==> config.mk <==
export PLATFORM = sky130hd
export DESIGN_NAME = mips_main_control
export DESIGN_NICKNAME = d
export VERILOG_FILES = /design/src/rtl/mips_ctrl_pkg.sv /design/src/rtl/mips_ctrl_decode.sv /design/src/rtl/mips_main_control.sv
export SDC_FILE = /design/constraint.sdc
export NUM_CORES = 1
export LEC_CHECK = 0
export CAP_MARGIN = 20
export CORE_MARGIN = 10
export CORE_UTILIZATION = 42
export CTS_BUF_LIST = sky130_fd_sc_hd__clkbuf_2
export DETAILED_ROUTE_END_ITERATION = 8
export MAX_ROUTING_LAYER = met4
export PLACE_DENSITY = 0.78
export SYNTH_ARGS = -nofsm -noshare
export SYNTH_HDL_FRONTEND = slang
export SYNTH_HIERARCHICAL = 1
export SYNTH_SLANG_ARGS = --single-unit
==> constraint.sdc <==
create_clock -name Clk -period 1.9 [get_ports Clk]
set_input_delay 0.19 -clock Clk [delete_from_list [all_inputs] [get_ports Clk]]
set_output_delay 0.19 -clock Clk [all_outputs]
set_load 0.03 [all_outputs]
==> src/rtl/mips_ctrl_pkg.sv <==
// mips_ctrl_pkg: shared state, opcode and select-line encodings for the MIPS main control
package mips_ctrl_pkg;
  typedef enum logic [3:0] {
    S_FETCH   = 4'd0,
    S_DECODE  = 4'd1,
    S_MEMADR  = 4'd2,
    S_MEMRD   = 4'd3,
    S_MEMWB   = 4'd4,
    S_MEMWR   = 4'd5,
    S_EXEC    = 4'd6,
    S_RWB     = 4'd7,
    S_BRANCH  = 4'd8,
    S_JUMP    = 4'd9,
    S_ADDI_EX = 4'd10,
    S_ADDI_WB = 4'd11
  } state_e;
  localparam logic [5:0] OP_R    = 6'b000000;
  localparam logic [5:0] OP_LW   = 6'b100011;
  localparam logic [5:0] OP_SW   = 6'b101011;
  localparam logic [5:0] OP_BEQ  = 6'b000100;
  localparam logic [5:0] OP_J    = 6'b000010;
  localparam logic [5:0] OP_ADDI = 6'b001000;
  localparam logic [1:0] ALU_ADD   = 2'b00;
  localparam logic [1:0] ALU_SUB   = 2'b01;
  localparam logic [1:0] ALU_FUNCT = 2'b10;
  localparam logic [1:0] SRCB_B      = 2'b00;
  localparam logic [1:0] SRCB_4      = 2'b01;
  localparam logic [1:0] SRCB_IMM    = 2'b10;
  localparam logic [1:0] SRCB_IMM_SH = 2'b11;
  localparam logic [1:0] PC_ALU    = 2'b00;
  localparam logic [1:0] PC_ALUOUT = 2'b01;
  localparam logic [1:0] PC_JUMP   = 2'b10;
  typedef struct packed {
    logic       pc_write;
    logic       pc_write_cond;
    logic       i_or_d;
    logic       mem_read;
    logic       mem_write;
    logic       ir_write;
    logic       mem_to_reg;
    logic       reg_dst;
    logic       reg_write;
    logic       alu_src_a;
    logic [1:0] alu_src_b;
    logic [1:0] alu_op;
    logic [1:0] pc_source;
  } ctrl_t;
endpackage

==> src/rtl/mips_ctrl_decode.sv <==
// mips_ctrl_decode: pure state-to-control-line decoder for the MIPS main control
// Ports: state (current FSM state) -> ctrl (all datapath select/enable lines).
// Macro MIPS_CTRL_ADDI_EN adds the ADDI_EX/ADDI_WB decodes; otherwise they decode to all-zero.
import mips_ctrl_pkg::*;
module mips_ctrl_decode (
  input  state_e state,
  output ctrl_t  ctrl
);
  always_comb begin
    ctrl = '0;
    case (state)
      S_FETCH: begin
        ctrl.mem_read  = 1'b1;
        ctrl.ir_write  = 1'b1;
        ctrl.pc_write  = 1'b1;
        ctrl.alu_src_b = SRCB_4;
      end
      S_DECODE: ctrl.alu_src_b = SRCB_IMM_SH;
      S_MEMADR: begin
        ctrl.alu_src_a = 1'b1;
        ctrl.alu_src_b = SRCB_IMM;
      end
      S_MEMRD: begin
        ctrl.mem_read = 1'b1;
        ctrl.i_or_d   = 1'b1;
      end
      S_MEMWB: begin
        ctrl.reg_write  = 1'b1;
        ctrl.mem_to_reg = 1'b1;
      end
      S_MEMWR: begin
        ctrl.mem_write = 1'b1;
        ctrl.i_or_d    = 1'b1;
      end
      S_EXEC: begin
        ctrl.alu_src_a = 1'b1;
        ctrl.alu_op    = ALU_FUNCT;
      end
      S_RWB: begin
        ctrl.reg_write = 1'b1;
        ctrl.reg_dst   = 1'b1;
      end
      S_BRANCH: begin
        ctrl.alu_src_a     = 1'b1;
        ctrl.alu_op        = ALU_SUB;
        ctrl.pc_write_cond = 1'b1;
        ctrl.pc_source     = PC_ALUOUT;
      end
      S_JUMP: begin
        ctrl.pc_write  = 1'b1;
        ctrl.pc_source = PC_JUMP;
      end
`ifdef MIPS_CTRL_ADDI_EN
      S_ADDI_EX: begin
        ctrl.alu_src_a = 1'b1;
        ctrl.alu_src_b = SRCB_IMM;
      end
      S_ADDI_WB: ctrl.reg_write = 1'b1;
`endif
      default: ctrl = '0;
    endcase
  end
endmodule

==> src/rtl/mips_main_control.sv <==
// mips_main_control: multi-cycle MIPS32 main control Moore FSM
// Ports: Clk, Reset (sync, active-high), Opcode (IR[31:26]) in; datapath control lines,
// IllegalOp (one-cycle pulse in the FETCH after an unsupported opcode) and State (debug) out.
// Macro MIPS_CTRL_ADDI_EN enables ADDI decoding; without it opcode 001000 is illegal.
import mips_ctrl_pkg::*;
module mips_main_control #(
  parameter int OPW = 6,
  parameter int STW = 4
) (
  input  logic           Clk,
  input  logic           Reset,
  input  logic [OPW-1:0] Opcode,
  output logic           PCWrite,
  output logic           PCWriteCond,
  output logic           IorD,
  output logic           MemRead,
  output logic           MemWrite,
  output logic           IRWrite,
  output logic           MemtoReg,
  output logic           RegDst,
  output logic           RegWrite,
  output logic           ALUSrcA,
  output logic [1:0]     ALUSrcB,
  output logic [1:0]     ALUOp,
  output logic [1:0]     PCSource,
  output logic           IllegalOp,
  output logic [STW-1:0] State
);
  state_e state_q, state_d;
  logic ill_q, ill_d;
  logic [5:0] op;
  ctrl_t ctrl, ctrl_g;
  assign op = 6'(Opcode);
  always_comb begin
    state_d = S_FETCH;
    ill_d = 1'b0;
    case (state_q)
      S_FETCH: state_d = S_DECODE;
      S_DECODE: begin
        if (op == OP_LW || op == OP_SW) state_d = S_MEMADR;
        else if (op == OP_R) state_d = S_EXEC;
        else if (op == OP_BEQ) state_d = S_BRANCH;
        else if (op == OP_J) state_d = S_JUMP;
`ifdef MIPS_CTRL_ADDI_EN
        else if (op == OP_ADDI) state_d = S_ADDI_EX;
`endif
        else ill_d = 1'b1;
      end
      S_MEMADR: state_d = (op == OP_SW) ? S_MEMWR : S_MEMRD;
      S_MEMRD: state_d = S_MEMWB;
      S_EXEC: state_d = S_RWB;
`ifdef MIPS_CTRL_ADDI_EN
      S_ADDI_EX: state_d = S_ADDI_WB;
`endif
      default: state_d = S_FETCH;
    endcase
  end
  always_ff @(posedge Clk) begin
    if (Reset) begin
      state_q <= S_FETCH;
      ill_q <= 1'b0;
    end else begin
      state_q <= state_d;
      ill_q <= ill_d;
    end
  end
  mips_ctrl_decode u_decode (
    .state (state_q),
    .ctrl  (ctrl)
  );
  // Reset masks every output immediately so an aborted instruction cannot write anything.
  assign ctrl_g      = Reset ? '0 : ctrl;
  assign PCWrite     = ctrl_g.pc_write;
  assign PCWriteCond = ctrl_g.pc_write_cond;
  assign IorD        = ctrl_g.i_or_d;
  assign MemRead     = ctrl_g.mem_read;
  assign MemWrite    = ctrl_g.mem_write;
  assign IRWrite     = ctrl_g.ir_write;
  assign MemtoReg    = ctrl_g.mem_to_reg;
  assign RegDst      = ctrl_g.reg_dst;
  assign RegWrite    = ctrl_g.reg_write;
  assign ALUSrcA     = ctrl_g.alu_src_a;
  assign ALUSrcB     = ctrl_g.alu_src_b;
  assign ALUOp       = ctrl_g.alu_op;
  assign PCSource    = ctrl_g.pc_source;
  assign IllegalOp   = ~Reset & ill_q;
  assign State       = Reset ? '0 : STW'(state_q);
endmodule

After elaboration in Yosys (flattened, before gate mapping)
Index checks and enable logic that the tools add are counted.

word-level totals
  register bits = 5
  logic and storage cells = 49

operators by class
  equality and inequality tests = 13
  multiplexer cells = 22
  bitwise gates (word level) = 3
  reduce and logical (&&, ||, !) cells = 9

operators with widths
  kind                  count
  $mux W4               5
  $pmux W4 S5           1
  $eq A4 B3 Y1 const B  4
  $mux W16              1
  $eq A6 B6 Y1 const B  2
  $mux W1               11
  $eq A4 B2 Y1 const B  2
  $eq A4 B4 Y1 const B  2
  $pmux W2 S2           2
  $reduce_or A2 Y1      4
  $eq A6 B2 Y1 const B  1
  $eq A6 B3 Y1 const B  1
  $logic_not A6 Y1      1
  $pmux W2 S3           1
  $reduce_or A5 Y1      1
  $eq A4 B1 Y1 const B  1
  $logic_not A4 Y1      1
  $mux W3               1
  $reduce_or A3 Y1      1
  $not A1 Y1            2
  $and A1 B1 Y1         1
  $logic_or A1 B1 Y1    1

Logic depth before layout (Yosys ltp)
  word-level depth = 6
  mapped depth = 5

By module
Netlist, hierarchy kept.

by module, submodules not included
  module             times used  cells each  area an instance (um^2)  sequential area each (um^2)
  mips_main_control  1           56          422.9                    100.1
  mips_ctrl_decode   1           27          198.9                    0.0

Worst setup path before layout
No wires, ideal clock.

  path kind = reg2out
  start = reg state_q[2]
  end = out ALUOp[0]
  arrival time = 1,496 ps
  required time = 1,710 ps
  setup slack = 214 ps
  stages on the path, launching flop included = 6
  buffers on the path = 2
  path through = dfxtp_1 buf_2 nand2b_1 nor3_1 buf_4 nor2b_1

RTL lines
  element                 line                     text
  start, declared         mips_main_control.sv:29  state_e state_q, state_d;
  start signal, assigned  mips_main_control.sv:63  state_q <= state_d;
  end, declared           mips_main_control.sv:24  output logic [1:0] ALUOp,

==> results.ini <==
[cells_and_area]
n_antenna_cell = 0
area_growth_pct = 41.7
drive_gt1_frac = 0.310
final_net_count = 122
finalCoreUtilization = 0.652

[die]
fp.dieW_um = 58.5
initial_core_util = 0.461
die_y_um = 58.5
dieArea_mm2 = 0.00342
placementRows = 13
ios = 29
core_mm2 = 0.00135

[drt]
top_layer_used = met3
met2RoutedLength_um = 780
first_iter_violations = 7
route.met3.wl_um = 104
ant_nets = 0
wl_per_cell_um = 12.3
wl_met1_um = 693
viasPerCell = 5.05
first_pass_iters = 4
wl_um = 1580
drc = 0
vias = 646

[setup_path]
required_ns = 1.71
path_max_fanout = 14
critical_path_buf_inv_count = 2
path_cells = buf_4 -> xor2_1 -> nor3b_1 -> nor2b_1 -> buf_4
r2r-end = state_q[0]
crit_path_end = ALUSrcB[1]
rrSetupSlack_ns = 0.28
r2r-start = state_q[1]
crit_top_cell = buf_4
cp.depth = 5
critical_path_arrival_ns = 1.54
cp-end-kind = output pin
rr_worst_depth = 3
crit_slowest_cell = dfxtp_4
crit_start = state_q[1]
crit_type = register to output pin
start_kind = register
critPathMaxStageDelay_ns = 0.42
path_delay_family = flip-flops

[power]
max-vdd-ir-drop_mv = 0.208
power_uw = 321
power_density_mw_per_mm2 = 365
power.leakage_nw = 0.375

[timing]
tightest_slew_ns = 0.414
drv_slew = 0
clock.fmax_mhz = 579
skew_ns = 0.00286
slew_headroom = 0.722
timing.setup.tns_ns = 0
setup_violations = 0
hold_viol = 0
rsz0062_at_grt = false
period_share = 0.909
finalCriticalPeriod_ns = 1.73

[synth]
synth.distinct_cells = 33
synth-main-ff-cell = dfxtp_1
async_flop_share = 0
synth_top_area_frac = 0.211
avgSynthCellArea_um2 = 7.49
yosysMostFrequentCell = nor2b_1
synth_common_cells = 21 x nor2b_1, 5 x dfxtp_1, 5 x nor2_1, 5 x nor3_1, 4 x nor4_1
syn-num-nets = 91
synth_edf_count = 0
netlist_instances = 83
synth_warnings = 6
yosys-top-cells-area = nor2b_1 21%, dfxtp_1 16%, nor3_1 4.0%
synth_area_um2 = 622
synth.ff_latch_count = 5
synth_top_area_cell = nor2b_1
yosysSeqAreaShare = 0.161

[worst_hold_path]
hold_path.class = input pin to register

[global_route]
grt_max_degree = 25
gr-usage-all-layers = 0.0914
grt-ovfl-total = 0
grt_pass1_wl_um = 2600
antenna_found_initial = 0
grt_pass1_vias = 582

[cts]
cts_tree = yes
cts_buffer_depth = 2
htreeDepth = 1
cts_made_buffers = 3
cts-root-buf = clkbuf_2
cts_sinks = 5
insertion_delay_ns = 0.21
clk_pin_slew_ns = 0.06

[placed_design]
dp_hpwl_um = 1270
portBuffers = 28
gp_congestion = 0.814

[outcome]
status = complete, no violations

[flow_run]
drv_cap = 0

[stage by stage]
step / instances / hold WS (ns) / instance area [um2] / worst slack [ns]
after floorplan: 83 / 0.266 / 622 / 0.214
after global placement: 124 / 0.631 / 856 / 0.104
after detailed placement: 124 / 0.631 / 856 / 0.0755
after CTS: 128 / 0.609 / 877 / 0.108
after global routing: 128 / 0.653 / 881 / 0.0389
final: 128 / 0.621 / 881 / 0.172
[flip-flops by register name (all words and copies together), names as in the netlist]
register,cells
state_q,4
ill_q,1
[what timing repair did]
| item | in CTS | in global routing |
|---|---|---|
| resized for setup | 1 | 2 |
| setup buffers | 0 | 0 |
| hold buffers | 0 | 0 |
| setup endpoints to repair | 1 | 1 |
| cloned | 0 | 0 |
| hold endpoints to repair | 0 | 0 |
| pin swaps | 0 | 0 |
[worst register-to-register path: stages, from the launching register on]
cell	delay, ns
dfxtp_4	0.39
or4b_1	0.50
o31a_1	0.25
a2111oi_1	0.36
[layer usage]
metal  track usage  vias to the layer above
li1              -                      350
met1        0.0901                      275
met2         0.165                       21
met3        0.0215                        0
met4        0.0403                        0
met5             -                        -
[report_power, final]
group          leakage, nW  switching, mW  internal, mW  total, mW
clock network       0.0166         0.0397        0.0557     0.0954
registers           0.0418        0.00653         0.108      0.114
logic                0.317         0.0598        0.0520      0.112
[logic make-up after synthesis]
logic type | count (synthesis) | synth area share
AND/OR/NAND/NOR | 55 | 0.557
AO/OA/AOI/OAI | 11 | 0.133
buffers and inverters | 8 | 0.0925
flip-flops | 5 | 0.161
XOR/XNOR | 4 | 0.0563
[worst min path at each step]
stage / from / to / slack (ns) / cells past startpoint
floorplan: Opcode[4] / state_q[3] / 0.27 / 1
global placement: state_q[3] / state_q[0] / 0.63 / 3
detailed placement: state_q[2] / state_q[0] / 0.63 / 3
CTS: Opcode[4] / state_q[3] / 0.61 / 2
global route: Opcode[4] / state_q[3] / 0.65 / 2
finish: Opcode[4] / state_q[3] / 0.62 / 2
[layout make-up]
cell class	count	area [um2]
clock buffer	4	20.0
tap	15	18.8
timing repair buffer	34	273
sequential	5	105
multi-input combinational	70	464
fill	132	469
[placed cells by master (no fill, tap or decap), drive strengths merged, types with 2 or more instances in the layout]
| master | netlist | routed |
|---|---|---|
| o31ai | 2 | 2 |
| nand2b | 4 | 4 |
| nor4 | 4 | 4 |
| nor3b | 3 | 3 |
| clkbuf | 2 | 4 |
| xor2 | 2 | 2 |
| clkdlybuf4s50 | 0 | 7 |
| nor2 | 5 | 5 |
| nor3 | 5 | 5 |
| or3 | 2 | 2 |
| nand2 | 2 | 2 |
| nor2b | 21 | 21 |
| xnor2 | 2 | 2 |
| dfxtp | 5 | 5 |
| a31oi | 2 | 2 |
| buf | 6 | 27 |
| nand3 | 3 | 3 |
Power figures use the tool's default switching activity.
